$ cat src/rtl/tb4004_pkg.sv
// Shared constants for the 4004-style fetch sequencer: cycle phases, opcodes,
// word-state encoding and the two-word opcode decode.
package tb4004_pkg;

  localparam int unsigned CYC_W  = 3;
  localparam int unsigned NIB_W  = 4;
  localparam int unsigned BYTE_W = 8;
  localparam int unsigned PC_W   = 12;

  localparam logic [CYC_W-1:0] CYC_A1 = 3'd0;
  localparam logic [CYC_W-1:0] CYC_A2 = 3'd1;
  localparam logic [CYC_W-1:0] CYC_A3 = 3'd2;
  localparam logic [CYC_W-1:0] CYC_M1 = 3'd3;
  localparam logic [CYC_W-1:0] CYC_M2 = 3'd4;
  localparam logic [CYC_W-1:0] CYC_X1 = 3'd5;
  localparam logic [CYC_W-1:0] CYC_X2 = 3'd6;
  localparam logic [CYC_W-1:0] CYC_X3 = 3'd7;

  localparam logic [NIB_W-1:0] JCN = 4'h1;
  localparam logic [NIB_W-1:0] FIM = 4'h2;
  localparam logic [NIB_W-1:0] JUN = 4'h4;
  localparam logic [NIB_W-1:0] JMS = 4'h5;
  localparam logic [NIB_W-1:0] ISZ = 4'h7;

  typedef enum logic {
    WORD1 = 1'b0,
    WORD2 = 1'b1
  } fetch_state_e;

  // FIM with an odd operand is SRC, a one-word instruction.
  function automatic logic is_two_word(input logic [NIB_W-1:0] opr,
                                       input logic [NIB_W-1:0] opa);
    logic two;
    two = 1'b0;
    case (opr)
      JCN, JUN, JMS, ISZ: two = 1'b1;
      FIM:                two = ~opa[0];
      default:            two = 1'b0;
    endcase
    return two;
  endfunction

endpackage

$ cat src/rtl/instr_fetch_seq_pc_counter.sv
// 12-bit program counter with load (priority) and wrapping increment.
module pc_counter
  import tb4004_pkg::*;
(
  input  logic            clk,
  input  logic            rst,
  input  logic            inc_en,
  input  logic            load_en,
  input  logic [PC_W-1:0] load_val,
  output logic [PC_W-1:0] pc
);

  logic [PC_W-1:0] pc_q;
  logic [PC_W-1:0] pc_d;

  always_comb begin
    pc_d = pc_q;
    if (load_en) begin
      pc_d = load_val;
    end else if (inc_en) begin
      pc_d = pc_q + PC_W'(1);
    end
  end

  always_ff @(posedge clk or posedge rst) begin
    if (rst) begin
      pc_q <= '0;
    end else begin
      pc_q <= pc_d;
    end
  end

  assign pc = pc_q;

endmodule

$ cat src/rtl/instr_fetch_seq.sv
// Eight-phase instruction fetch sequencer (A1..X3) with one/two-word decode.
// Build option FETCH_SEQ_STEP_EN: when defined, stepEn stalls the sequencer.
module instr_fetch_seq
  import tb4004_pkg::*;
(
  input  logic              clk,
  input  logic              rst,
  input  logic              stepEn,
  input  logic [NIB_W-1:0]  romData,
  input  logic              pcLoad,
  input  logic [PC_W-1:0]   pcLoadVal,
  output logic [CYC_W-1:0]  cycle,
  output logic              sync,
  output logic [NIB_W-1:0]  opr,
  output logic [NIB_W-1:0]  opa,
  output logic [BYTE_W-1:0] imm8,
  output logic              secondWord,
  output logic              instrValid,
  output logic [PC_W-1:0]   pc,
  output logic [NIB_W-1:0]  addrOut,
  output logic              addrOe
);

  logic step;

`ifdef FETCH_SEQ_STEP_EN
  assign step = stepEn;
`else
  logic unused_step_en;
  assign unused_step_en = stepEn;
  assign step           = 1'b1;
`endif

  fetch_state_e      state_q, state_d;
  logic [CYC_W-1:0]  cycle_q, cycle_d;
  logic [NIB_W-1:0]  opr_q, opr_d;
  logic [NIB_W-1:0]  opa_q, opa_d;
  logic [BYTE_W-1:0] imm8_q, imm8_d;
  logic              natural_w2;

  // Word-2 decision ignores pcLoad so a jump never suppresses instrValid.
  assign natural_w2 = (state_q == WORD1) && is_two_word(opr_q, opa_q);

  always_ff @(posedge clk or posedge rst) begin
    if (rst) begin
      state_q <= WORD1;
      cycle_q <= CYC_A1;
      opr_q   <= '0;
      opa_q   <= '0;
      imm8_q  <= '0;
    end else begin
      state_q <= state_d;
      cycle_q <= cycle_d;
      opr_q   <= opr_d;
      opa_q   <= opa_d;
      imm8_q  <= imm8_d;
    end
  end

  always_comb begin
    state_d = state_q;
    cycle_d = cycle_q;
    opr_d   = opr_q;
    opa_d   = opa_q;
    imm8_d  = imm8_q;
    if (step) begin
      cycle_d = cycle_q + CYC_W'(1);
      case (cycle_q)
        CYC_M1: begin
          if (state_q == WORD2) imm8_d[7:4] = romData;
          else                  opr_d       = romData;
        end
        CYC_M2: begin
          if (state_q == WORD2) imm8_d[3:0] = romData;
          else                  opa_d       = romData;
        end
        CYC_X3: begin
          state_d = (natural_w2 && !pcLoad) ? WORD2 : WORD1;
        end
        default: ;
      endcase
    end
  end

  pc_counter u_pc (
    .clk      (clk),
    .rst      (rst),
    .inc_en   (step && (cycle_q == CYC_M2)),
    .load_en  (step && (cycle_q == CYC_X3) && pcLoad),
    .load_val (pcLoadVal),
    .pc       (pc)
  );

  always_comb begin
    addrOut = '0;
    case (cycle_q)
      CYC_A1:  addrOut = pc[3:0];
      CYC_A2:  addrOut = pc[7:4];
      CYC_A3:  addrOut = pc[11:8];
      default: addrOut = '0;
    endcase
  end

  assign addrOe     = (cycle_q == CYC_A1) || (cycle_q == CYC_A2) || (cycle_q == CYC_A3);
  assign sync       = (cycle_q == CYC_X3);
  assign instrValid = sync && !natural_w2;
  assign secondWord = (state_q == WORD2);
  assign cycle      = cycle_q;
  assign opr        = opr_q;
  assign opa        = opa_q;
  assign imm8       = imm8_q;

endmodule

$ cat config.mk
export PLATFORM = sky130hd
export DESIGN_NAME = instr_fetch_seq
export DESIGN_NICKNAME = d
export VERILOG_FILES = /design/src/rtl/tb4004_pkg.sv /design/src/rtl/instr_fetch_seq_pc_counter.sv /design/src/rtl/instr_fetch_seq.sv
export SDC_FILE = /design/constraint.sdc
export NUM_CORES = 1
export LEC_CHECK = 0
export ABC_AREA = 0
export CORE_MARGIN = 4
export CORE_UTILIZATION = 40
export CTS_CLUSTER_DIAMETER = 120
export DETAILED_ROUTE_END_ITERATION = 6
export GPL_TIMING_DRIVEN = 0
export PLACE_DENSITY = 0.8
export SYNTH_ARGS = -nofsm -noshare
export SYNTH_HDL_FRONTEND = slang
export SYNTH_SLANG_ARGS = --single-unit
$ cat constraint.sdc
create_clock -name clk -period 1.5 [get_ports clk]
set_input_delay 0.15 -clock clk [delete_from_list [all_inputs] [get_ports clk]]
set_output_delay 0.15 -clock clk [all_outputs]
set_load 0.005 [all_outputs]
# Word level (Yosys, flattened, before mapping)
# Cells that the tools add are included.
# classes
addsub	2
eq_ne	10
muxes	5
bitwise	2
n_reduce_logical	15
# ops
cell	n
12-bit 2-to-1 mux	2
12-bit by 1-bit adder with 12-bit output (second input constant)	1
4-bit by 3-bit equality test with 1-bit output (second input constant)	3
4-bit one-hot mux with 3 select lines	1
2-bit AND reduction	4
3-bit by 2-bit equality test with 1-bit output (second input constant)	2
3-bit equality test (second input constant)	2
4-bit by 1-bit equality test with 1-bit output (second input constant)	1
4-bit by 2-bit equality test with 1-bit output (second input constant)	1
1-bit logical AND	4
4-bit OR reduction	1
3-bit by 1-bit adder with 3-bit output (second input constant)	1
3-bit by 1-bit equality test with 1-bit output (second input constant)	1
3-bit zero test	1
1-bit zero test	2
1-bit logical OR	2
1-bit inverter	2
1-bit one-hot mux with 2 select lines	1
2-bit nonzero test	1
1-bit 2-to-1 mux	1
# word_totals
ff_bits	32
inputBits	20
output_inout_bits	39
elab_cells	41

# Logic depth before layout (Yosys ltp)
# Gate-level depths: netlist of the first run.
# depth
ltp_word	6
ltp_mapped	6

# Cells and area by module
# Synthesis of the first run repeated with hierarchy kept, for this count alone.
# unflattened
hier_cells	153
area_unflattened_um2	1661.6
# by_module_without_submodules
module	n_inst	cells_per_inst	area_per_inst_um2
instr_fetch_seq	1	77	950.9
pc_counter	1	76	710.7

# Worst setup path before layout of the first run
# No wires, ideal clock.
# synth_timing
path_type	register to register
start	register cycle_q[0], in the netlist cycle[0]
end	register opa_q[0], in the netlist opa[0]
setup_time_ps	125
arrival_time_ps	1509
required_ps	1375
path_slack_ps	-135
stages_incl_launch_ff	7
n_path_buf	1
period_less_slack_ps	1635
path_cell_list	dfrtp_1 > inv_1 > ha_1 > nand2_2 > or2_1 > buf_2 > mux2_4
# synth_between
elab_chain_cells	2
# synth_rtl
element	line_no	text
from (decl)	instr_fetch_seq.sv:35	logic [CYC_W-1:0] cycle_q, cycle_d;
from (signal assigned)	instr_fetch_seq.sv:53	cycle_q <= cycle_d;
3-bit equality test	instr_fetch_seq.sv:68	case (cycle_q)
2-bit AND reduction (no source line)	-	
to (signal assigned)	instr_fetch_seq.sv:55	opa_q <= opa_d;
to (decl)	instr_fetch_seq.sv:37	logic [NIB_W-1:0] opa_q, opa_d;
# Every way passes these cells.
# A chain may end at the register's enable or synchronous reset.

# Final worst setup path of the first run
# layout_timing
start	register cycle_q[1], in the netlist cycle[1]
end	output port addrOut[0]
# layout_between
elab_chain_cells	2
elab_cells_between_ends	4
cone_classes	2 x eq/ne; 1 x mux; 1 x reduce/logical
# layout_rtl
element	line_no	text
3-bit by 2-bit equality test with 1-bit output (tied with other cells)	instr_fetch_seq.sv:96	case (cycle_q)
4-bit one-hot mux with 3 select lines *	instr_fetch_seq.sv:96	
to (decl)	instr_fetch_seq.sv:20	output logic [NIB_W-1:0] addrOut,
# Every way passes the cells marked *; elsewhere a longest branch is shown, timed or not.

==> results of run 1 <==
[kinds of logic (layout without fill, tap and decap cells)]
logic type	count (synthesis)	after routing
AOI/OAI and AO/OA	19	19
xor gates and xnor gates	11	11
DFF	32	32
adders and majority gates	7	7
muxes	18	18
and+or+nand+nor	50	50
buffers and inverters	10	93
[final cells by class]
class,instances,area [sq um],share of cell area
Tap cell,50,62.56,0.02225
Clock buffer,6,72.57,0.02581
Sequential cell,32,807.0,0.2870
Multi-Input combinational cell,105,1028,0.3658
Inverter,5,18.77,0.006676
Clock inverter,2,35.03,0.01246
Buffer,4,46.29,0.01647
Timing Repair Buffer,76,740.7,0.2635
[stage by stage]
stage / util / power [uW] / cells / instance area [sq um]
2_1_floorplan: - / 1274 / 147 / 1675
3_3_place_gp: 0.5771 / 1606 / 254 / 2308
3_5_place_dp: 0.5771 / 1621 / 254 / 2308
4_1_cts: 0.6703 / 2459 / 272 / 2681
5_1_grt: 0.7028 / 2586 / 280 / 2811
6_report: 0.7028 / 2484 / 280 / 2811
[metal layers]
layer / track usage / vias up / share of wire
li1: - / 683 / -
met1: 0.2371 / 705 / 0.43
met2: 0.3074 / 45 / 0.50
met3: 0.04848 / 8 / 0.052
met4: 0.05943 / 0 / 0.019
met5: 0 / - / 0
[flip-flops by register name (all words and copies together) (netlist names)]
signal	flops
u_pc.pc	12
imm8	8
opa	4
opr	4
cycle	3
secondWord	1
[cells in the final DEF (no fill, tap or decap), drive strengths merged]
master | synthesis | routed
nand4 | 4 | 4
clkbuf | 2 | 6
and2 | 1 | 1
a21oi | 12 | 12
buf | 3 | 31
o21ba | 1 | 1
mux2i | 1 | 1
clkdlybuf4s50 | 0 | 49
nand3 | 4 | 4
nor4b | 2 | 2
ha | 7 | 7
xor2 | 6 | 6
and4 | 2 | 2
clkinv | 0 | 1
nand2 | 14 | 14
dfrtp | 32 | 32
o31a | 1 | 1
or3 | 1 | 1
xnor2 | 5 | 5
bufinv | 0 | 1
inv | 5 | 5
a211oi | 1 | 1
or2 | 1 | 1
a22oi | 4 | 4
mux2 | 17 | 17
nor2 | 13 | 13
nor3 | 2 | 2
nor2b | 4 | 4
nor4 | 2 | 2
[critical path: stages, from the launching register on]
cell	delay [ns]
dfrtp_1	0.38
inv_2	0.08
ha_4	0.16
nor2b_4	0.14
buf_6	0.12
a22oi_2	0.20
nand2_1	0.10
buf_2	0.13
[repair_timing]
item	in CTS	in global routing
setup buffers	10	8
cloned	1	0
endpoints found under the setup margin	28	38
hold buffers	0	0
resized for setup	75	19
pin swaps	16	14
[how the worst min path moves through the flow]
stage	startpoint	to	slack, ns
2_1_floorplan	rst	cycle[0]	0.27
3_3_place_gp	imm8[7]	imm8[7]	0.49
3_5_place_dp	imm8[7]	imm8[7]	0.49
4_1_cts	pcLoadVal[11]	u_pc.pc[11]	0.44
5_1_grt	rst	secondWord	0.20
6_report	rst	secondWord	0.17
[where the power goes]
group / leakage [uW] / switching (uW) / total [uW] / internal, uW
clock: 0.0000552 / 323 / 816 / 493
sequential: 0.000367 / 120 / 1090 / 971
combinational: 0.000801 / 202 / 578 / 375
total: 0.00122 / 645 / 2480 / 1840
==> impl_metrics.json, run 1 <==
{
  "run_status": "complete, but fails checks",
  "violations": "negative setup slack",
  "holdWs_ns": 0.1660,
  "critPathMaxFanout": 4,
  "grt_max_degree": 33,
  "wl_per_cell_um": 17.33,
  "routed_wl_um": 4852,
  "arrival_ns": 1.61,
  "finalHoldViolCount": 0,
  "r2r-end": "opa[2]",
  "grt_pass1_wl_um": 7465,
  "die_y_um": 72.38,
  "synth_fa_ha_area_frac": 0.05283,
  "htreeDepth": 2,
  "worst_slack_ns": -0.2554,
  "antenna_left": 0,
  "setup_viol": 31,
  "powerDensity_nw_per_um2": 883.7,
  "finalSetupTns_ns": -2.878,
  "synth.avg_cell_area_sq_um": 11.28,
  "ys.warnings.count": 0,
  "end_kind": "output port",
  "dp_hpwl_um": 2963,
  "finalCriticalPeriod_ns": 1.755,
  "initial_core_util": 0.4145,
  "drc": 0,
  "first_global_vias": 1482,
  "crit_start": "cycle[1]",
  "globalplace.congestion": 0.7753,
  "period_share": 1.170,
  "cts.clk_slew.worst_paths_ns": 0.07,
  "cts_root_buf": "clkbuf_8",
  "n_fill_cell": 267,
  "ctsLongestPathBuffers": 2,
  "grt_usage": 0.1856,
  "report.final.slew_viol_count": 0,
  "drive_above_1_share": 0.4000,
  "synth.most_common_cell": "dfrtp_1",
  "cts_tree": "done",
  "synthMuxAreaShare": 0.1306,
  "firstDrtPassIters": 4,
  "seq_area_frac_synth": 0.4830,
  "rows": 23,
  "cts_inserted_buffers": 5,
  "drv_cap": 0,
  "vias_per_cell": 5.146,
  "antenna_found_initial": 0,
  "clock-sinks": 32,
  "synth_area_sq_um": 1658,
  "p_leak_uw": 0.001223,
  "relSlewSlack": 0.7022,
  "rsz0062_at_grt": "true",
  "synth_top_family_by_area": "simple AND/OR/NAND/NOR gates",
  "core_sq_um": 4000,
  "ir_drop_mv": 0.8706,
  "synth_commonest_cells": "dfrtp_1 (32), mux2_2 (13), nand2_1 (13), nor2_1 (13), a21oi_1 (12)",
  "reg2reg_from": "cycle[1]",
  "synth-simple-area-share": 0.1804,
  "fin_skew_ns": 0.006918,
  "max_freq_ghz": 0.5697,
  "drtIter0Drc": 91,
  "worst_pin_slew_ns": 0.4457,
  "worstPathRequired_ns": 1.35,
  "cp-start-kind": "register",
  "pre_cts_ws_ns": -0.4012,
  "netlist_instances": 147,
  "synth_compound_area_frac": 0.07019,
  "hp-class": "primary input to asynchronous set/reset pin",
  "yosysUniqueCellTypes": 32,
  "syn_nets": 174,
  "final_nets": 256,
  "die_x_um": 72.38,
  "ff2ff_path_depth": 6,
  "diodes": 0,
  "endpoint": "addrOut[0]",
  "r2r_slack_ns": -0.13,
  "async_flop_share": 1.000,
  "synth_top_area_cell": "dfrtp_1",
  "grt_overflow": 0,
  "portBuffers": 57,
  "synth_area_leaders": "dfrtp_1 (48%), mux2_2 (8.8%), ha_1 (5.3%)",
  "yosysTopAreaCellShare": 0.4830,
  "ys_ff_latch": 32,
  "die_area_sq_um": 5239,
  "ioPinCount": 59,
  "path_class": "register to output port",
  "synth_edf_count": 0,
  "synth_xor_area_frac": 0.05811,
  "vias": 1441,
  "areaGrowthSynthToFinish_pct": 69.59,
  "synthFlopType": "dfrtp_1",
  "clk_latency_ns": 0.28
}
Note: power is estimated with default switching activity, not from simulation.
==> run 2, diff against run 1 <==
Settings changed: CORE_UTILIZATION 40 to 42, CTS_BUF_LIST from default to sky130_fd_sc_hd__clkbuf_8, PLACE_DENSITY 0.8 to 0.84.
==> run 2 against run 1 <==
  * The run still ends with negative setup slack left
  * Via count down 1.4%
  * Largest power group unchanged
  * Count of clock-buffer cells in the layout down 1
  * Fmax up 2.1%
  * Sequential power about the same
  * Highest routed layer unchanged
==> impl_metrics.json, run 2 (synthesized netlist as in run 1, its figures left out) <==
{
  "multi_input_area_sq_um": 1005,
  "first_global_vias": 1420,
  "worst_pin_slew_ns": 0.5064,
  "r2r_slack_ns": -0.15,
  "antenna_left": 0,
  "die_x_um": 70.83,
  "globalRouteMet3Util": 0.03977,
  "fin_skew_ns": 0.006981,
  "portBuffers": 57,
  "worst_slack_ns": -0.2188,
  "n_fill_cell": 280,
  "grtUsageMet2": 0.2853,
  "finalHoldViolCount": 0,
  "use_met1": 0.2331,
  "ctsLongestPathBuffers": 2,
  "grt.busiest_layer": "met2",
  "layout_common_cells": "clkdlybuf4s50_1 (48), dfrtp_1 (26), mux2_2 (13), nor2_1 (12), a21oi_1 (12)",
  "grt_usage": 0.1775,
  "report.final.slew_viol_count": 0,
  "wl_per_cell_um": 16.97,
  "htreeDepth": 2,
  "final_nets": 248,
  "rsz0062_at_grt": "true",
  "reg2reg_from": "cycle[0]",
  "cts.clk_slew.worst_paths_ns": 0.07,
  "regArea_sq_um": 808.3,
  "drtIter0Drc": 40,
  "die_area_sq_um": 5016,
  "ff2ff_path_depth": 6,
  "violations": "negative setup slack",
  "end_kind": "output port",
  "dp_hpwl_um": 2956,
  "vias": 1421,
  "relSlewSlack": 0.6603,
  "initial_core_util": 0.4428,
  "diodes": 0,
  "largest_register_ffs": 12,
  "clk_latency_ns": 0.28,
  "path_class": "register to output port",
  "clock-sinks": 32,
  "ir_drop_mv": 0.4911,
  "drc": 0,
  "max_freq_ghz": 0.5818,
  "vias_per_cell": 5.283,
  "globalplace.congestion": 0.7819,
  "final_common_cell": "clkdlybuf4s50_1",
  "cts_tree": "done",
  "grt_max_degree": 33,
  "powerDensity_nw_per_um2": 853.6,
  "run_status": "complete, but fails checks",
  "core_sq_um": 3744,
  "final_area_sq_um": 2663,
  "finalCriticalPeriod_ns": 1.719,
  "utilization": 0.7112,
  "critPathMaxFanout": 4,
  "hp-class": "primary input to asynchronous set/reset pin",
  "rows": 22,
  "firstDrtPassIters": 4,
  "p_leak_uw": 0.001147,
  "die_y_um": 70.83,
  "power_uw": 2273,
  "setup_viol": 27,
  "routed_wl_um": 4565,
  "place_area_sq_um": 2306,
  "cts_inserted_buffers": 5,
  "holdWs_ns": 0.1468,
  "worstPathRequired_ns": 1.35,
  "antenna_found_initial": 0,
  "drive_above_1_share": 0.3846,
  "grt_pass1_wl_um": 7017,
  "r2r-end": "opa[2]",
  "ioPinCount": 59,
  "cp-start-kind": "register",
  "period_share": 1.146,
  "grt_overflow": 0,
  "drv_cap": 0,
  "cts_root_buf": "clkbuf_8",
  "arrival_ns": 1.57,
  "areaGrowthSynthToFinish_pct": 60.60
}
-- run 2: cell count changes in the layout (fill, tap and decap cells not counted), moves of 2 or more --
cell	previous run	this run
mux2_2	5	13
xnor2_2	0	2
buf_4	12	9
buf_8	3	1
mux2_4	12	4
buf_6	7	4
xnor2_1	5	3
-- run 2: metrics by stage --
stage	setup WS, ns	setup TNS (ns)	instances
final	-0.2188	-2.747	269
after global routing	-0.2536	-4.104	269
after CTS	-0.1700	-1.506	267
after detailed placement	-0.4182	-8.433	252
after global placement	-0.3766	-7.186	252
after floorplan	0.002972	0	147
-- run 2: worst max-delay path, stage by stage (launching register included) --
cell and delay, ns:
dfrtp_1 0.40, buf_6 0.14, ha_4 0.15, nor2b_4 0.13, or3_1 0.34, buf_2 0.13
-- run 2: what timing repair did --
action	CTS	global route
pin swaps	16	8
resized for setup	64	15
hold buffers	0	0
setup buffers	9	1
endpoints found under the setup margin	31	36
-- run 2: how the worst max path moves through the flow --
stage / start / end / slack (ns) / depth (start not counted)
6_report: cycle[1] / addrOe / -0.22 / 5
5_1_grt: cycle[1] / addrOe / -0.25 / 5
4_1_cts: cycle[0] / addrOe / -0.17 / 5
3_5_place_dp: cycle[0] / addrOut[2] / -0.42 / 6
3_3_place_gp: cycle[0] / addrOut[2] / -0.38 / 6
2_1_floorplan: cycle[1] / opa[0] / 0.003 / 6
-- run 2: layer usage --
metal  vias to the layer above  routed length [um]
met1                       714                1961
li1                        660                   -
met3                         7                 209
met4                         0                  78
met5                         -                   0
met2                        40                2315
-- run 2: power breakdown --
| group | internal [uW] | switching, uW | leakage (uW) | total [uW] |
|---|---|---|---|---|
| Combinational | 371 | 198 | 0.000736 | 569 |
| Clock | 308 | 300 | 0.0000452 | 608 |
| Sequential | 972 | 124 | 0.000366 | 1100 |
| Total | 1650 | 622 | 0.00115 | 2270 |
-- run 2: layout make-up --
| cell class | count | area share |
|---|---|---|
| multi-input cells | 105 | 0.3773 |
| flip-flops and latches | 32 | 0.3036 |
| repair buffers | 68 | 0.2434 |
| clock buffers | 5 | 0.02585 |
| well taps | 48 | 0.02256 |
| plain buffers | 4 | 0.01692 |
| inverters | 5 | 0.007049 |
| clock inverters | 2 | 0.003289 |
